## src/rtl/ioctl_pkg.sv

```systemverilog
// Shared state type, widths and index constants for the ioctl driver.
package ioctl_pkg;

    localparam int IOCTL_ADDR_WIDTH = 25;

    localparam logic [7:0] IOCTL_IDX_ROM  = 8'd0;
    localparam logic [7:0] IOCTL_IDX_ROM1 = 8'd1;
    localparam logic [7:0] IOCTL_IDX_NVR  = 8'd2;
    localparam logic [7:0] IOCTL_IDX_CFG  = 8'd254;

    typedef enum logic [2:0] {
        S_IDLE,
        S_LEAD,
        S_FETCH,
        S_ISSUE,
        S_GAP,
        S_TRAIL
    } ioctl_drv_state_t;

    function automatic int max3(int a, int b, int c);
        int m;
        m = (a > b) ? a : b;
        return (m > c) ? m : c;
    endfunction

endpackage

```

## src/rtl/ioctl_cycle_counter.sv

```systemverilog
// Loadable down-counter that stops at zero; times LEAD, GAP and TRAIL.
module ioctl_cycle_counter #(
    parameter int WIDTH = 3
) (
    input  logic             i_clk,
    input  logic             i_reset,
    input  logic             i_load,
    input  logic [WIDTH-1:0] i_value,
    output logic             o_zero
);

    logic [WIDTH-1:0] r_cnt;

    always_ff @(posedge i_clk) begin
        if (i_reset) begin
            r_cnt <= '0;
        end else if (i_load) begin
            r_cnt <= i_value;
        end else if (r_cnt != '0) begin
            r_cnt <= r_cnt - 1'b1;
        end
    end

    assign o_zero = (r_cnt == '0);

endmodule

```

## src/rtl/ioctl_download_driver.sv

```systemverilog
// MiSTer ioctl download transmitter: streams bytes from a valid/ready
// source into a core's ioctl port, honouring ioctl_wait.
module ioctl_download_driver
    import ioctl_pkg::*;
#(
    parameter int ADDR_WIDTH   = IOCTL_ADDR_WIDTH,
    parameter int LEAD_CYCLES  = 4,
    parameter int GAP_CYCLES   = 2,
    parameter int TRAIL_CYCLES = 4
) (
    input  logic                  clk_sys,
    input  logic                  reset,
    input  logic                  start,
    input  logic [7:0]            index,
    input  logic [ADDR_WIDTH-1:0] length,
    input  logic                  abort,
    input  logic                  src_valid,
    input  logic [7:0]            src_data,
    output logic                  src_ready,
    output logic                  ioctl_download,
    output logic                  ioctl_wr,
    output logic [ADDR_WIDTH-1:0] ioctl_addr,
    output logic [7:0]            ioctl_dout,
    output logic [7:0]            ioctl_index,
    input  logic                  ioctl_wait,
    output logic                  busy,
    output logic                  done
);

    localparam int CW =
        $clog2(max3(LEAD_CYCLES, GAP_CYCLES, TRAIL_CYCLES)) + 1;

    ioctl_drv_state_t      r_state;
    logic [ADDR_WIDTH-1:0] r_len;
    logic [ADDR_WIDTH-1:0] r_count;
    logic [ADDR_WIDTH-1:0] r_addr;
    logic [7:0]            r_byte;
    logic [7:0]            r_dout;
    logic [7:0]            r_index;
    logic                  r_ready;
    logic                  r_download;
    logic                  r_wr;
    logic                  r_busy;
    logic                  r_done;

    logic [ADDR_WIDTH-1:0] w_next;
    logic                  w_zero;
    logic                  w_load;
    logic [CW-1:0]         w_load_val;

    assign w_next = r_count + 1'b1;

    // Reload the shared timer on entry to each timed state
    always_comb begin
        w_load     = 1'b0;
        w_load_val = CW'(LEAD_CYCLES - 1);
        unique case (r_state)
            S_IDLE: w_load = start;
            S_ISSUE: begin
                w_load     = !ioctl_wait;
                w_load_val = CW'(GAP_CYCLES - 1);
            end
            S_GAP: begin
                w_load     = w_zero;
                w_load_val = CW'(TRAIL_CYCLES - 1);
            end
            default: w_load = 1'b0;
        endcase
    end

    ioctl_cycle_counter #(
        .WIDTH(CW)
    ) u_timer (
        .i_clk  (clk_sys),
        .i_reset(reset),
        .i_load (w_load),
        .i_value(w_load_val),
        .o_zero (w_zero)
    );

    always_ff @(posedge clk_sys) begin
        if (reset) begin
            r_state    <= S_IDLE;
            r_len      <= '0;
            r_count    <= '0;
            r_addr     <= '0;
            r_byte     <= '0;
            r_dout     <= '0;
            r_index    <= '0;
            r_ready    <= 1'b0;
            r_download <= 1'b0;
            r_wr       <= 1'b0;
            r_busy     <= 1'b0;
            r_done     <= 1'b0;
        end else begin
            r_wr   <= 1'b0;
            r_done <= 1'b0;
            if (abort && r_state != S_IDLE) begin
                r_state    <= S_IDLE;
                r_ready    <= 1'b0;
                r_download <= 1'b0;
                r_busy     <= 1'b0;
            end else begin
                unique case (r_state)
                    S_IDLE: begin
                        if (start && !abort) begin
                            if (length != '0) begin
                                r_len      <= length;
                                r_index    <= index;
                                r_count    <= '0;
                                r_download <= 1'b1;
                                r_busy     <= 1'b1;
                                r_state    <= S_LEAD;
                            end else begin
                                r_done <= 1'b1;
                            end
                        end
                    end
                    S_LEAD: begin
                        if (w_zero) begin
                            r_ready <= 1'b1;
                            r_state <= S_FETCH;
                        end
                    end
                    S_FETCH: begin
                        if (src_valid) begin
                            r_byte  <= src_data;
                            r_ready <= 1'b0;
                            r_state <= S_ISSUE;
                        end
                    end
                    S_ISSUE: begin
                        if (!ioctl_wait) begin
                            r_wr    <= 1'b1;
                            r_dout  <= r_byte;
                            r_addr  <= r_count;
                            r_state <= S_GAP;
                        end
                    end
                    S_GAP: begin
                        if (w_zero) begin
                            r_count <= w_next;
                            if (w_next < r_len) begin
                                r_ready <= 1'b1;
                                r_state <= S_FETCH;
                            end else begin
                                r_state <= S_TRAIL;
                            end
                        end
                    end
                    S_TRAIL: begin
                        if (w_zero) begin
                            r_download <= 1'b0;
                            r_busy     <= 1'b0;
                            r_done     <= 1'b1;
                            r_state    <= S_IDLE;
                        end
                    end
                    default: r_state <= S_IDLE;
                endcase
            end
        end
    end

    assign src_ready      = r_ready;
    assign ioctl_download = r_download;
    assign ioctl_wr       = r_wr;
    assign ioctl_addr     = r_addr;
    assign ioctl_dout     = r_dout;
    assign ioctl_index    = r_index;
    assign busy           = r_busy;
    assign done           = r_done;

endmodule

```

## config.mk

```make
export PLATFORM = sky130hd
export DESIGN_NAME = ioctl_download_driver
export DESIGN_NICKNAME = d
export VERILOG_FILES = /design/src/rtl/ioctl_pkg.sv /design/src/rtl/ioctl_cycle_counter.sv /design/src/rtl/ioctl_download_driver.sv
export SDC_FILE = /design/constraint.sdc
export NUM_CORES = 1
export LEC_CHECK = 0
export CORE_MARGIN = 2
export CORE_UTILIZATION = 53
export DETAILED_ROUTE_END_ITERATION = 12
export PLACE_DENSITY = 0.85
export SETUP_SLACK_MARGIN = 0.5
export SYNTH_ARGS = -nofsm -noshare
export SYNTH_HDL_FRONTEND = slang
export SYNTH_SLANG_ARGS = --single-unit
```

## constraint.sdc

```tcl
create_clock -name clk_sys -period 3.9 [get_ports clk_sys]
set_input_delay 0.585 -clock clk_sys [delete_from_list [all_inputs] [get_ports clk_sys]]
set_output_delay 0.585 -clock clk_sys [all_outputs]
set_load 0.05 [all_outputs]
```

==> impl_metrics.ini <==
[layout]
syn2layout_area_growth_pct = 21.91
stdcell_area_um2 = 6593
diodes = 0
nFillCells = 862
drive_above_1_share_pct = 5.457
finalNetCount = 802
fin_cells = 866
final_core_util_pct = 67.14

[logic_synthesis]
synth.distinct_cells = 58
synthTopCellsByCount = 109 x dfxtp_1, 99 x nand2_1, 53 x a21oi_1
syn_avg_cell_area_um2 = 8.256
syn_nets = 729
synth_flop_cell = dfxtp_1
yosysWarnings = 0
ys_seq_area_share_pct = 40.35
synth_top_area_share_pct = 40.35
yosysMostFrequentCell = dfxtp_1
synth-edff-count = 0
syn_area_um2 = 5408
synth_area_leaders = dfxtp_1 40%, nand2_1 6.9%, ha_1 6.2%
synthCells = 655
synth-seq-cells = 109
yosysTopAreaCell = dfxtp_1
async_reset_ff_share_pct = 0

[sta]
post-route-min-period_ps = 3247
rsz0062_at_grt = no
fin_hold_ws_ps = 462.7
setup_violations = 0
period_share_pct = 83.25
slew_violations = 0
finClkSkew_ps = 14.51
tns_ps = 0
relSlewSlack_pct = 17.21
clock.fmax_mhz = 308.0
worst_slew_pin_slew_ps = 1242
timing.final.ws_setup_ps = 653.1
hold_viol_final = 0

[clock_network]
cts_buffers = 9
clockBufferDepth = 2
cts_root_buffer = clkbuf_8
cts_hold_buffers = 0
cts_num_sinks = 109
clkLatencyLatePin_ps = 380
h-tree-depth = 3
cts.clk_slew.worst_paths_ps = 110
cts_tree = yes

[setup_path]
cp.depth = 11
start_kind = flip-flop
r2r_cells = 11
path_cells = ha_2 -> nand2_1 -> or3_4 -> nor4_1 -> xnor2_1 -> ha_1 -> nand4_1 -> nor3_1 -> o2111ai_1 -> o221a_2 -> a31o_2
critPathArrivalTime_ps = 3520
slowest_delay_ps = 480
path_buf_inv = 0
slowest_stage = nor4_1
critPathTopFamily = simple AND/OR/NAND/NOR gates
critical_path.max_fanout = 7
r2r_setup_slack_ps = 650
crit_type = reg -> reg
critPathRequiredTime_ps = 4180
end_kind = flip-flop

[place]
pre_cts_ws_ps = 558.2
place_inst = 849
dpl.hpwl_um = 9752
gp_congestion = 0.9199
place_area_um2 = 6391
io_buffers = 92

[detailed_routing]
drcViolationCount = 0
met3_length_um = 643
drtIter0Drc = 259
first_pass_iters = 5
highest_layer = met4
wirelength_met1_um = 5711
dr_wl_met2_um = 6588
wl_per_cell_um = 15.38
via_per_inst = 5.642
antenna_left = 0
vias = 4886
routed_wl_um = 13320

[global_route]
gr-usage-all-layers_pct = 24.20
grt_first_pass_wirelength_um = 22060
grt_pass1_vias = 4710
antenna_found_initial = 0
grt_remaining_overflow = 0
grt_max_degree = 71

[power]
powerDensity_nw_per_um2 = 366.2
p_sw_share_pct = 31.22
p_int_mw = 1.661
power_frac_seq_pct = 50.8
power.total_mw = 2.414
vdd_drop_max_mv = 0.2881
combPwrFrac_pct = 22.1
p_sw_mw = 0.7539
power_leakage_nw = 2.468
clkPwrFrac_pct = 27.2

[min_path]
worstHoldPathCells = 2
hold_path.class = reg -> reg

[run]
maxCapViolations = 0

[floorplan]
die_height_um = 105.0
start_util_pct = 55.07
fp.dieW_um = 105.0
io_pins = 93
die_area_um2 = 11030
core_area_um2 = 9819
rows = 36

[status]
status = complete, no violations
-- routing by layer --
layer  GRT usage, %  vias up
met5              0        -
met4          9.048        0
met3          4.741       37
met2          42.72      152
met1          28.95     2286
li1               -     2411
-- worst paths after layout --
| kind | startpoint | to |
|---|---|---|
| setup / recovery | r_count[0] | src_ready |
| hold / removal | ioctl_addr[13] | ioctl_addr[13] |
| setup reg to reg | r_count[0] | src_ready |
| hold reg to reg | ioctl_addr[13] | ioctl_addr[13] |
-- worst register-to-register path, delay by kind of cell, from the launching register on --
kind                     cells  cell delay, ps
AO/OA/AOI/OAI                3             690
XOR/XNOR                     1             130
adder cells (fa/ha/maj)      2             550
AND/OR/NAND/NOR              5            1390
flip-flops                   1             400
-- sequential cells by signal (all words and copies together), names as in the netlist --
register	cells
r_byte	8
r_count	25
ioctl_addr	25
done	1
r_state	3
ioctl_index	8
busy	1
r_len	25
u_timer.r_cnt	3
src_ready	1
ioctl_dout	8
ioctl_wr	1
-- cells in the final DEF (no fill, tap or decap), types with 3 or more instances in the layout --
cell type / count
or2_2: 3
dfxtp_1: 107
a21oi_1: 53
mux2i_1: 33
nor2b_1: 5
nand2_1: 99
nand4_1: 8
a22oi_1: 3
and4_1: 4
inv_6: 3
nor3_1: 20
nor2_1: 46
buf_4: 7
a31oi_1: 3
o2bb2ai_1: 5
nand2b_1: 19
nand3_1: 16
and2_1: 4
o21ai_0: 28
o311ai_0: 4
o211ai_1: 4
a21o_1: 3
clkbuf_8: 10
clkdlybuf4s50_1: 91
nor4_1: 7
or3_1: 10
a211oi_1: 3
o31ai_1: 3
xnor2_1: 17
inv_1: 36
ha_1: 26
xor2_1: 6
and3_1: 7
-- area by class of cell --
| type | instances | area, um^2 | share of cell area [%] |
|---|---|---|---|
| Clock buffer | 10 | 137.6 | 2.088 |
| Sequential cell | 109 | 2185 | 33.14 |
| Inverter | 36 | 135.1 | 2.050 |
| Tap cell | 133 | 166.4 | 2.524 |
| Clock inverter | 6 | 45.04 | 0.6832 |
| Multi-Input combinational cell | 473 | 2955 | 44.83 |
| Timing Repair Buffer | 99 | 968.4 | 14.69 |
-- power groups by stage --
| stage | clock [mW] | combinational [mW] | sequential [mW] |
|---|---|---|---|
| after global placement | 0 | 0.511 | 1.25 |
| after global routing | 0.709 | 0.582 | 1.23 |
| after CTS | 0.668 | 0.531 | 1.23 |
| after detailed placement | 0 | 0.528 | 1.25 |
| final | 0.656 | 0.533 | 1.23 |
| after floorplan | 0 | 0.340 | 1.28 |
-- cell families (layout without fill, tap and decap cells) --
| logic type | Yosys count | in the layout | share of synthesized area (%) |
|---|---|---|---|
| simple gates | 263 | 263 | 23.53 |
| compound gates | 127 | 127 | 14.62 |
| mux | 33 | 33 | 6.108 |
| xor+xnor | 23 | 23 | 3.725 |
| flops | 109 | 109 | 40.35 |
| fa+ha+maj | 27 | 27 | 6.247 |
| buf+inv | 73 | 151 | 5.414 |
-- repair_timing --
item,4_1_cts,5_1_grt
resized for setup,0,4
endpoints found under the setup margin,0,4
setup buffers,0,1
No activity file was read; power rests on OpenSTA's default activity.
